[config.mk]
export PLATFORM = sky130hd
export DESIGN_NAME = regfile_sb
export DESIGN_NICKNAME = d
export VERILOG_FILES = /design/src/rtl/regfile_pkg.sv /design/src/rtl/rf_pend_ctr.sv /design/src/rtl/regfile_sb.sv
export SDC_FILE = /design/constraint.sdc
export NUM_CORES = 1
export LEC_CHECK = 0
export ABC_AREA = 1
export CAP_MARGIN = 20
export CORE_MARGIN = 2
export CORE_UTILIZATION = 50
export DETAILED_ROUTE_END_ITERATION = 16
export GPL_ROUTABILITY_DRIVEN = 0
export PLACE_DENSITY = 0.71
export SKIP_CTS_REPAIR_TIMING = 1
export SYNTH_ARGS = -nofsm -noshare
export SYNTH_HDL_FRONTEND = slang
export SYNTH_SLANG_ARGS = --single-unit
[constraint.sdc]
create_clock -name clk -period 10.3 [get_ports clk]
set_input_delay 3.09 -clock clk [delete_from_list [all_inputs] [get_ports clk]]
set_output_delay 3.09 -clock clk [all_outputs]
set_load 0.01 [all_outputs]
[src/rtl/regfile_pkg.sv]
// Shared defaults and types for the scoreboarded register file.
package regfile_pkg;

   localparam int RF_DATA_W   = 16;
   localparam int RF_NUM_REGS = 16;
   localparam int RF_PEND_W   = 2;
   localparam int RF_ADDR_W   = $clog2(RF_NUM_REGS);

   typedef logic [RF_ADDR_W-1:0] reg_addr_t;
   typedef logic [RF_DATA_W-1:0] reg_data_t;

   localparam reg_addr_t ZERO_ADDR = '0;

endpackage

[src/rtl/rf_pend_ctr.sv]
// Saturating pending-writer counter for one register: clr wins, inc+dec cancel,
// and an overflow/underflow attempt holds the count and raises sat_err for that cycle.
module rf_pend_ctr
   import regfile_pkg::*;
#(
   parameter int PEND_W = RF_PEND_W
) (
   input  logic              clk,
   input  logic              rst,
   input  logic              inc,
   input  logic              dec,
   input  logic              clr,
   output logic [PEND_W-1:0] cnt,
   output logic              full,
   output logic              sat_err
);

   localparam logic [PEND_W-1:0] CNT_MAX = '1;

   logic [PEND_W-1:0] cnt_reg;
   logic [PEND_W-1:0] cnt_next;

   always_comb begin
      cnt_next = cnt_reg;
      sat_err  = 1'b0;
      if (clr) begin
         cnt_next = '0;
      end else if (inc && !dec) begin
         if (cnt_reg == CNT_MAX) sat_err  = 1'b1;
         else                    cnt_next = cnt_reg + 1'b1;
      end else if (dec && !inc) begin
         if (cnt_reg == '0) sat_err  = 1'b1;
         else               cnt_next = cnt_reg - 1'b1;
      end
   end

   always_ff @(posedge clk or posedge rst) begin
      if (rst) cnt_reg <= '0;
      else     cnt_reg <= cnt_next;
   end

   assign cnt  = cnt_reg;
   assign full = (cnt_reg == CNT_MAX);

endmodule

[src/rtl/regfile_sb.sv]
// Register file with write-through bypass and per-register pending-write scoreboard.
// Optional even-parity protection is enabled by defining RF_PARITY_EN.
module regfile_sb
   import regfile_pkg::*;
#(
   parameter int DATA_W   = RF_DATA_W,
   parameter int NUM_REGS = RF_NUM_REGS,
   parameter int ADDR_W   = $clog2(NUM_REGS),
   parameter int PEND_W   = RF_PEND_W,
   parameter int ZERO_REG = 1
) (
   input  logic                clk,
   input  logic                rst,
   input  logic [ADDR_W-1:0]   rs1_addr,
   input  logic [ADDR_W-1:0]   rs2_addr,
   output logic [DATA_W-1:0]   rs1_data,
   output logic [DATA_W-1:0]   rs2_data,
   output logic                rs1_busy,
   output logic                rs2_busy,
   input  logic                rsv_valid,
   input  logic [ADDR_W-1:0]   rsv_addr,
   output logic                rsv_ready,
   input  logic                wb_valid,
   input  logic [ADDR_W-1:0]   wb_addr,
   input  logic [DATA_W-1:0]   wb_data,
   input  logic                flush,
   output logic [NUM_REGS-1:0] busy_vec,
   output logic                sb_err
`ifdef RF_PARITY_EN
   ,
   input  logic                par_inject,
   output logic                par_err
`endif
);

   logic [DATA_W-1:0]   mem_reg [NUM_REGS];
   logic [PEND_W-1:0]   pend    [NUM_REGS];
   logic [NUM_REGS-1:0] inc_vec;
   logic [NUM_REGS-1:0] dec_vec;
   logic [NUM_REGS-1:0] full_vec;
   logic [NUM_REGS-1:0] sat_vec;
   logic                sb_err_reg;

   logic rs1_zero, rs2_zero, rsv_zero, wb_zero;
   logic rs1_hit, rs2_hit, rsv_hit;
   logic [PEND_W-1:0] rs1_left, rs2_left;

   assign rs1_zero = (ZERO_REG != 0) && (rs1_addr == ADDR_W'(ZERO_ADDR));
   assign rs2_zero = (ZERO_REG != 0) && (rs2_addr == ADDR_W'(ZERO_ADDR));
   assign rsv_zero = (ZERO_REG != 0) && (rsv_addr == ADDR_W'(ZERO_ADDR));
   assign wb_zero  = (ZERO_REG != 0) && (wb_addr  == ADDR_W'(ZERO_ADDR));

   assign rs1_hit = wb_valid && (wb_addr == rs1_addr);
   assign rs2_hit = wb_valid && (wb_addr == rs2_addr);
   assign rsv_hit = wb_valid && (wb_addr == rsv_addr);

   genvar gi;
   generate
      for (gi = 0; gi < NUM_REGS; gi++) begin : g_pend
         localparam bit IS_ZERO = (ZERO_REG != 0) && (gi == 0);
         assign inc_vec[gi] = !IS_ZERO && rsv_valid && (rsv_addr == ADDR_W'(gi));
         assign dec_vec[gi] = !IS_ZERO && wb_valid  && (wb_addr  == ADDR_W'(gi));

         rf_pend_ctr #(.PEND_W(PEND_W)) u_ctr (
            .clk     (clk),
            .rst     (rst),
            .inc     (inc_vec[gi]),
            .dec     (dec_vec[gi]),
            .clr     (flush),
            .cnt     (pend[gi]),
            .full    (full_vec[gi]),
            .sat_err (sat_vec[gi])
         );

         assign busy_vec[gi] = (pend[gi] != '0);
      end
   endgenerate

   always_ff @(posedge clk or posedge rst) begin
      if (rst) begin
         for (int i = 0; i < NUM_REGS; i++) mem_reg[i] <= '0;
      end else if (wb_valid && !wb_zero) begin
         mem_reg[wb_addr] <= wb_data;
      end
   end

   // Bypass first, then the zero register masks everything.
   always_comb begin
      rs1_data = rs1_hit ? wb_data : mem_reg[rs1_addr];
      rs2_data = rs2_hit ? wb_data : mem_reg[rs2_addr];
      if (rs1_zero) rs1_data = '0;
      if (rs2_zero) rs2_data = '0;
   end

   // A writeback landing this cycle retires one pending writer before the busy test.
   assign rs1_left  = pend[rs1_addr] - PEND_W'(rs1_hit);
   assign rs2_left  = pend[rs2_addr] - PEND_W'(rs2_hit);
   assign rs1_busy  = !rs1_zero && (rs1_left != '0);
   assign rs2_busy  = !rs2_zero && (rs2_left != '0);
   assign rsv_ready = rsv_zero || !full_vec[rsv_addr] || rsv_hit;

   always_ff @(posedge clk or posedge rst) begin
      if (rst)           sb_err_reg <= 1'b0;
      else if (|sat_vec) sb_err_reg <= 1'b1;
   end

   assign sb_err = sb_err_reg;

`ifdef RF_PARITY_EN
   logic [NUM_REGS-1:0] par_reg;
   logic                par_err_reg;
   logic                rs1_par_bad, rs2_par_bad;

   always_ff @(posedge clk or posedge rst) begin
      if (rst) begin
         par_reg <= '0;
      end else if (wb_valid && !wb_zero) begin
         par_reg[wb_addr] <= (^wb_data) ^ par_inject;
      end
   end

   assign rs1_par_bad = !rs1_zero && !rs1_hit && ((^mem_reg[rs1_addr]) != par_reg[rs1_addr]);
   assign rs2_par_bad = !rs2_zero && !rs2_hit && ((^mem_reg[rs2_addr]) != par_reg[rs2_addr]);

   always_ff @(posedge clk or posedge rst) begin
      if (rst)                             par_err_reg <= 1'b0;
      else if (rs1_par_bad || rs2_par_bad) par_err_reg <= 1'b1;
   end

   assign par_err = par_err_reg;
`endif

endmodule
==> results of run 1 <==
stage by stage:
step	instances	util [%]	cell area, um^2
2_1_floorplan	2386	-	16860
3_3_place_gp	2793	53.86	17970
3_5_place_dp	2794	53.89	17980
4_1_cts	2850	57.13	19060
5_1_grt	2850	57.13	19060
6_report	2850	57.13	19060
Yosys cell counts:
| library cell | count |
|---|---|
| a31oi_1 | 3 |
| nand3_2 | 1 |
| a221oi_1 | 22 |
| and3_1 | 3 |
| buf_1 | 5 |
| dfrtp_1 | 287 |
| nand2_1 | 582 |
| clkbuf_1 | 118 |
| xor2_1 | 7 |
| conb_1 | 1 |
| buf_4 | 5 |
| nand2_2 | 2 |
| nor3_1 | 1 |
| inv_1 | 194 |
| mux2i_1 | 2 |
| nor2_1 | 169 |
| nor2_2 | 5 |
| nand3_1 | 143 |
| a21oi_1 | 186 |
| buf_6 | 1 |
| o21a_1 | 7 |
| o211ai_1 | 20 |
| o22ai_1 | 13 |
| o2111ai_1 | 1 |
| o211ai_2 | 7 |
| o221ai_1 | 21 |
| a22oi_1 | 44 |
| nor2_4 | 3 |
| o21ai_0 | 463 |
| clkinv_1 | 1 |
| buf_2 | 46 |
| o21ai_1 | 1 |
| inv_2 | 9 |
| nand4_1 | 13 |
cell type report:
type                            instances  area [um^2]
Fill cell                            3191        14300
Multi-Input combinational cell       1720         8192
Sequential cell                       287         7182
Timing Repair Buffer                  135         1277
Clock buffer                           38        832.0
Inverter                              204        769.5
Tap cell                              448        560.5
Clock inverter                         18        249.0
worst max-delay path by stage:
stage / from / to / slack [ns] / depth (start not counted)
after floorplan: rs1_addr[1] / rs1_data[7] / 2.91 / 8
after global placement: rs1_addr[0] / rs1_data[7] / 1.12 / 8
after detailed placement: rs1_addr[0] / rs1_data[7] / 1.10 / 8
after CTS: rs1_addr[0] / rs1_data[7] / 1.08 / 8
after global routing: rs1_addr[0] / rs1_data[7] / 0.95 / 8
final: rs1_addr[0] / rs1_data[7] / 1.02 / 8
routing by layer:
metal | vias up | track usage (%) | wire length (um)
met5 | - | 0 | 0
met4 | 0 | 21.90 | 4422
met3 | 297 | 7.767 | 7782
met2 | 1223 | 53.97 | 27030
met1 | 8133 | 47.57 | 24400
li1 | 7985 | - | -
cell families after synthesis:
kind of cell / count (synthesis) / share of synthesized area [%]
xor+xnor: 7 / 0.3636
other cells: 1 / 0.02224
compound gates: 788 / 25.86
simple gates: 922 / 22.11
mux: 2 / 0.1187
buf+inv: 379 / 8.935
flops: 287 / 42.60
power breakdown:
part | internal, mW | leakage (nW) | switching, mW
clock network | 0.720 | 0.533 | 0.484
logic | 0.296 | 4.59 | 0.520
registers | 1.35 | 3.60 | 0.145
total | 2.36 | 8.73 | 1.15
critical path: cells and delay by family:
kind | cells | cell delay [ns]
compound gates | 2 | 0.67
simple gates | 2 | 0.64
buf+inv | 4 | 1.77
==> results.md, run 1 <==
- Synth Net Count: approximately 2400
- Ports: 89
- Reg-to-Reg Start: g_pend[12].u_ctr.cnt[0]
- Synth unique cells: 34
- Flops & latches, synth: ~290
- Synth top area cells: dfrtp_1, o21ai_0, nand2_1, a21oi_1, inv_1
- Die height: 187.6 um
- Final Cycle Share: between 90% and 100%
- Sequential-to-total area share from yosys stat: a little over two fifths
- DP Wirelength: 39.48 mm
- Fin. max-slew vios: 0
- Startpoint Class: input pin
- Leakage Power: roughly 8.7 nW
- Setup Crit Path Kind: in -> out
- Final setup fails: 0
- Reg clk slew, reported paths: ~0.070 ns
- Place WS: 1.095 ns
- Crit path capture type: output port
- 1st-iter DRT viols: between 2000 and 2500
- CP arrival: ~6.2 ns
- Type of the tightest min-delay check: reg -> reg
- Max stage delay on crit path: approximately 0.65 ns
- Worst-path cell chain: buf_2 -> buf_4 -> nor2_4 -> buf_4 -> nand2_1 -> o21ai_0 -> a31oi_1 -> clkdlybuf4s50_1
- Synthesized area: 16860 um^2
- GRT overflow: 0
- TritonRoute pass-1 iters: 7
- Reg-to-reg slack, setup: ~8.8 ns
- YS warnings: 0
- HP Start: mem_reg[244]
- Max Clk Rate: 107.7 MHz
- Hold path cells: 0
- Clk_lat worst skew: slightly below 0.6 ns
- Status: finished, final reports clean
- Min cycle time layout: 9.283 ns
- Layout cells sized above 1: under 10%
- Clk buf depth: 3
- CP max stage cell: buf_4
- Commonest non-fill, non-tap cell in the layout: nand2_1
- Initial antenna violation count: 1
- Pwr dens: around 180 nW/um^2
- CTS Buf Count: 31
- Slew headroom: about 29%
- Worst reg2reg endpoint: sb_err
- Die area: 35210 um^2
- Ant diodes: 0
- Crit path max fanout: 70
- Synth area leader: dfrtp_1
- CTS tree: done
- First-pass GRT wire length: approximately 100 mm
- Drt wl/cell: roughly 22 um
- Total routed wirelength: between 60 and 70 mm
- Cell count after synthesis: about 2400
- Hold Path End: mem_reg[244]
- Max cap viols: 0
- IO Port Bufs: just under 90
- Sum Neg Setup Slack: 0 ns
- Depth of the CTS H-tree: 1
- Final #Nets: approximately 2400
- Area Growth Syn to Fin: 13.06%
- Die width: approximately 190 um
- R2R cell count: 10
- Initial Util: approximately half
- Routed Antenna Nets: 0
- Vias: 17638
- Final hold viol count: 0
- Max reg flops: roughly 260
- Total GRT Usage: a little over a third
- Vias per cell: a little over 6
- # DRC: 0
- Post-synth top area share: between 40% and 50%
- Max Clock Skew: about 0.013 ns
- Vias in the first global route: around 17000
- Crit path top cell by count: buf_4
- Final hold slack: 0.4064 ns
- Root Driver: clkbuf_16
- Clk sink count: roughly 290
- Row count: 67
- RSZ-0062 raised after global routing: no
- Worst EP required: between 7 and 8 ns
- Peak supply drop: ~0.17 mV
- Core area: 33360 um^2
- Pwr Total: approximately 3.5 mW
- Mapped Avg Cell Area: ~7 um^2
- Slew @ Worst Pin: about 1.1 ns
- Largest net degree at the start of global routing: approximately 150
- Final worst slack: roughly 1.0 ns
- Most frequent cells in the layout: nand2_1, o21ai_0, dfrtp_1, inv_1, a21oi_1
Note: power is estimated with default switching activity, not from simulation.
==> run 2, diff against run 1 <==
Settings changed: DONT_BUFFER_PORTS set to 1, PLACE_DENSITY 0.71 to 0.68, REMOVE_ABC_BUFFERS set to 1.
==> results.md, run 2 (synthesis gave the netlist of run 1 again) <==
- Crit path capture type: output port
- Leakage Power: 8.274 nW (-5.2%)
- Comb power frac: 20.0% (-3.2 points)
- Hold Path End: mem_reg[249]
- Total GRT Usage: 33.58% (-2.3 points)
- HP Start: mem_reg[249]
- Pwr dens: 185.0 nW/um^2 (+0.38%)
- Largest net degree at the start of global routing: 182 (+20%)
- DP Wirelength: 35.79 mm (-9.4%)
- Initial antenna violation count: 0 (-1)
- Max stage delay on crit path: 0.72 ns (+0.07 ns)
- Worst reg2reg endpoint: sb_err
- Root Driver: clkbuf_16
- Ports: 89 (unchanged)
- Type of the tightest min-delay check: reg -> reg
- Max reg flops: 256 (unchanged)
- Max Clock Skew: 0.005422 ns (-0.007106 ns)
- Slew @ Worst Pin: 1.113 ns (+0.04246 ns)
- Buffers and inverters on the worst path: 2 (-2)
- Flop pwr share: 44.8% (+2.3 points)
- TritonRoute pass-1 iters: 6 (-1)
- R2R cell count: 10 (unchanged)
- Hold path cells: 0 (unchanged)
- Clk sink count: 287 (unchanged)
- Die width: 187.6 um (unchanged)
- Final setup fails: 0 (unchanged)
- Final Cycle Share: 86.13% (-4.0 points)
- Startpoint Class: input pin
- Final hold viol count: 0 (unchanged)
- Max cap viols: 0 (unchanged)
- Fin. max-slew vios: 0 (unchanged)
- Fillers: 3265 (+2.3%)
- Die area: 35210 um^2 (unchanged)
- Place WS: 1.572 ns (+0.4768 ns)
- Clock power frac: 35.2% (+0.9 points)
- CTS tree: done
- 1st-iter DRT viols: 2099 (-14%)
- Drt wl/cell: 21.63 um (-3.1%)
- Clk_lat worst skew: 0.51 ns (-0.07 ns)
- Vias in the first global route: 15971 (-4.2%)
- Reg-to-reg slack, setup: 8.87 ns (+0.08 ns)
- Pwr Total: 3.330 mW (-5.2%)
- Internal power: 2.264 mW (-4.2%)
- Layout cells sized above 1: 4.878% (-0.83 points)
- Worst EP required: 7.21 ns (about the same)
- Final #Nets: 2314 (-4.2%)
- Sw Pwr: 1.066 mW (-7.2%)
- CP max stage cell: inv_2
- Max Clk Rate: 112.7 MHz (+4.6%)
- Vias: 16876 (-4.3%)
- Area Growth Syn to Fin: 6.768%
- Vias per cell: 6.150 (-0.62%)
- CP arrival: 5.78 ns (-0.41 ns)
- CTS Buf Count: 34 (+9.7%)
- Core area: 33360 um^2 (unchanged)
- GRT overflow: 0 (unchanged)
- Critical path's top delay family: buffers and inverters
- Ant diodes: 0 (unchanged)
- Crit path max fanout: 97 (+39%)
- Switching portion of total power: 32.02% (-0.69 points)
- Peak supply drop: 0.1107 mV (-35%)
- Depth of the CTS H-tree: 2 (+1)
- Row count: 67 (unchanged)
- Setup Crit Path Kind: in -> out
- Clk buf depth: 3 (unchanged)
- # DRC: 0 (unchanged)
- First-pass GRT wire length: 92.20 mm (-5.5%)
- IO Port Bufs: 0 (-100%)
- Total routed wirelength: 59.35 mm (-6.7%)
- Commonest non-fill, non-tap cell in the layout: nand2_1
- Reg-to-Reg Start: g_pend[1].u_ctr.cnt[0]
- Die height: 187.6 um (unchanged)
- Min cycle time layout: 8.872 ns (-0.4114 ns)
- Reg clk slew, reported paths: 0.06 ns (about the same)
- Worst-path cell chain: inv_2 -> o22ai_1 -> nor2_1 -> nand4_1 -> buf_4 -> nand3_1 -> nor2_1 -> nor2_1
- Crit path top cell by count: nor2_1
- Initial Util: 50.53% (unchanged)
- Most frequent cells in the layout: nand2_1, o21ai_0, dfrtp_1, inv_1, a21oi_1
- Status: finished, final reports clean
- RSZ-0062 raised after global routing: no
- Final worst slack: 1.428 ns (+0.4114 ns)
- Routed Antenna Nets: 0 (unchanged)
- Slew headroom: 25.64% (-2.9 points)
-- run 2: cell type report --
type	count	area, um^2	area share [%]
multi-input cells	1720	8192	45.51
flip-flops and latches	287	7182	39.90
clock buffers	47	949.7	5.276
inverters	204	773.2	4.296
well taps	448	560.5	3.114
repair buffers	30	237.7	1.321
clock inverters	8	106.4	0.5908
-- run 2: worst reg2reg max path: cells and delay by family (launching register included) --
| kind | cells | cell delay [ns] |
|---|---|---|
| DFF | 1 | 0.44 |
| buffers and inverters | 1 | 0.10 |
| and+or+nand+nor | 9 | 0.77 |
-- run 2: how the worst max path moves through the flow --
| stage | startpoint | to | slack (ns) | depth (start not counted) |
|---|---|---|---|---|
| 3_3_place_gp | rs2_addr[0] | rs2_data[3] | 1.65 | 8 |
| 6_report | rs2_addr[0] | rs2_data[12] | 1.43 | 8 |
| 3_5_place_dp | rs2_addr[0] | rs2_data[3] | 1.57 | 8 |
| 4_1_cts | rs2_addr[0] | rs2_data[3] | 1.57 | 8 |
| 2_1_floorplan | rst | g_pend[10].u_ctr.cnt[0] | -0.71 | 1 |
| 5_1_grt | rs2_addr[0] | rs2_data[12] | 1.39 | 8 |
-- run 2: per-layer routing --
| metal | global-route usage [%] | share of wire, % | routed length [um] | up-vias |
|---|---|---|---|---|
| met5 | 0 | 0 | 0 | - |
| met4 | 16.87 | 5.4 | 3211 | 0 |
| met3 | 7.019 | 11 | 6768 | 214 |
| met2 | 51.47 | 44 | 25830 | 998 |
| met1 | 45.25 | 40 | 23540 | 7909 |
| li1 | - | - | - | 7755 |
-- run 2: per-stage QoR --
stage	cell area [um^2]	instances	hold slack, ns	utilization, %	TNS [ns]
final	18000	2744	0.4025	53.95	0
after global routing	18000	2744	0.4158	53.95	0
after CTS	17990	2743	0.4067	53.93	0
after detailed placement	16940	2688	0.3915	50.77	0
after global placement	16940	2688	0.3868	50.77	0
after floorplan	16120	2211	0.3756	-	-203.96
-- run 2: power groups by stage --
stage | clock [mW] | sequential, mW | combinational (mW)
6_report | 1.17 | 1.49 | 0.666
5_1_grt | 1.23 | 1.52 | 0.764
4_1_cts | 1.19 | 1.49 | 0.659
3_5_place_dp | 0 | 1.50 | 0.656
3_3_place_gp | 0 | 1.50 | 0.636
2_1_floorplan | 0 | 1.47 | 0.498
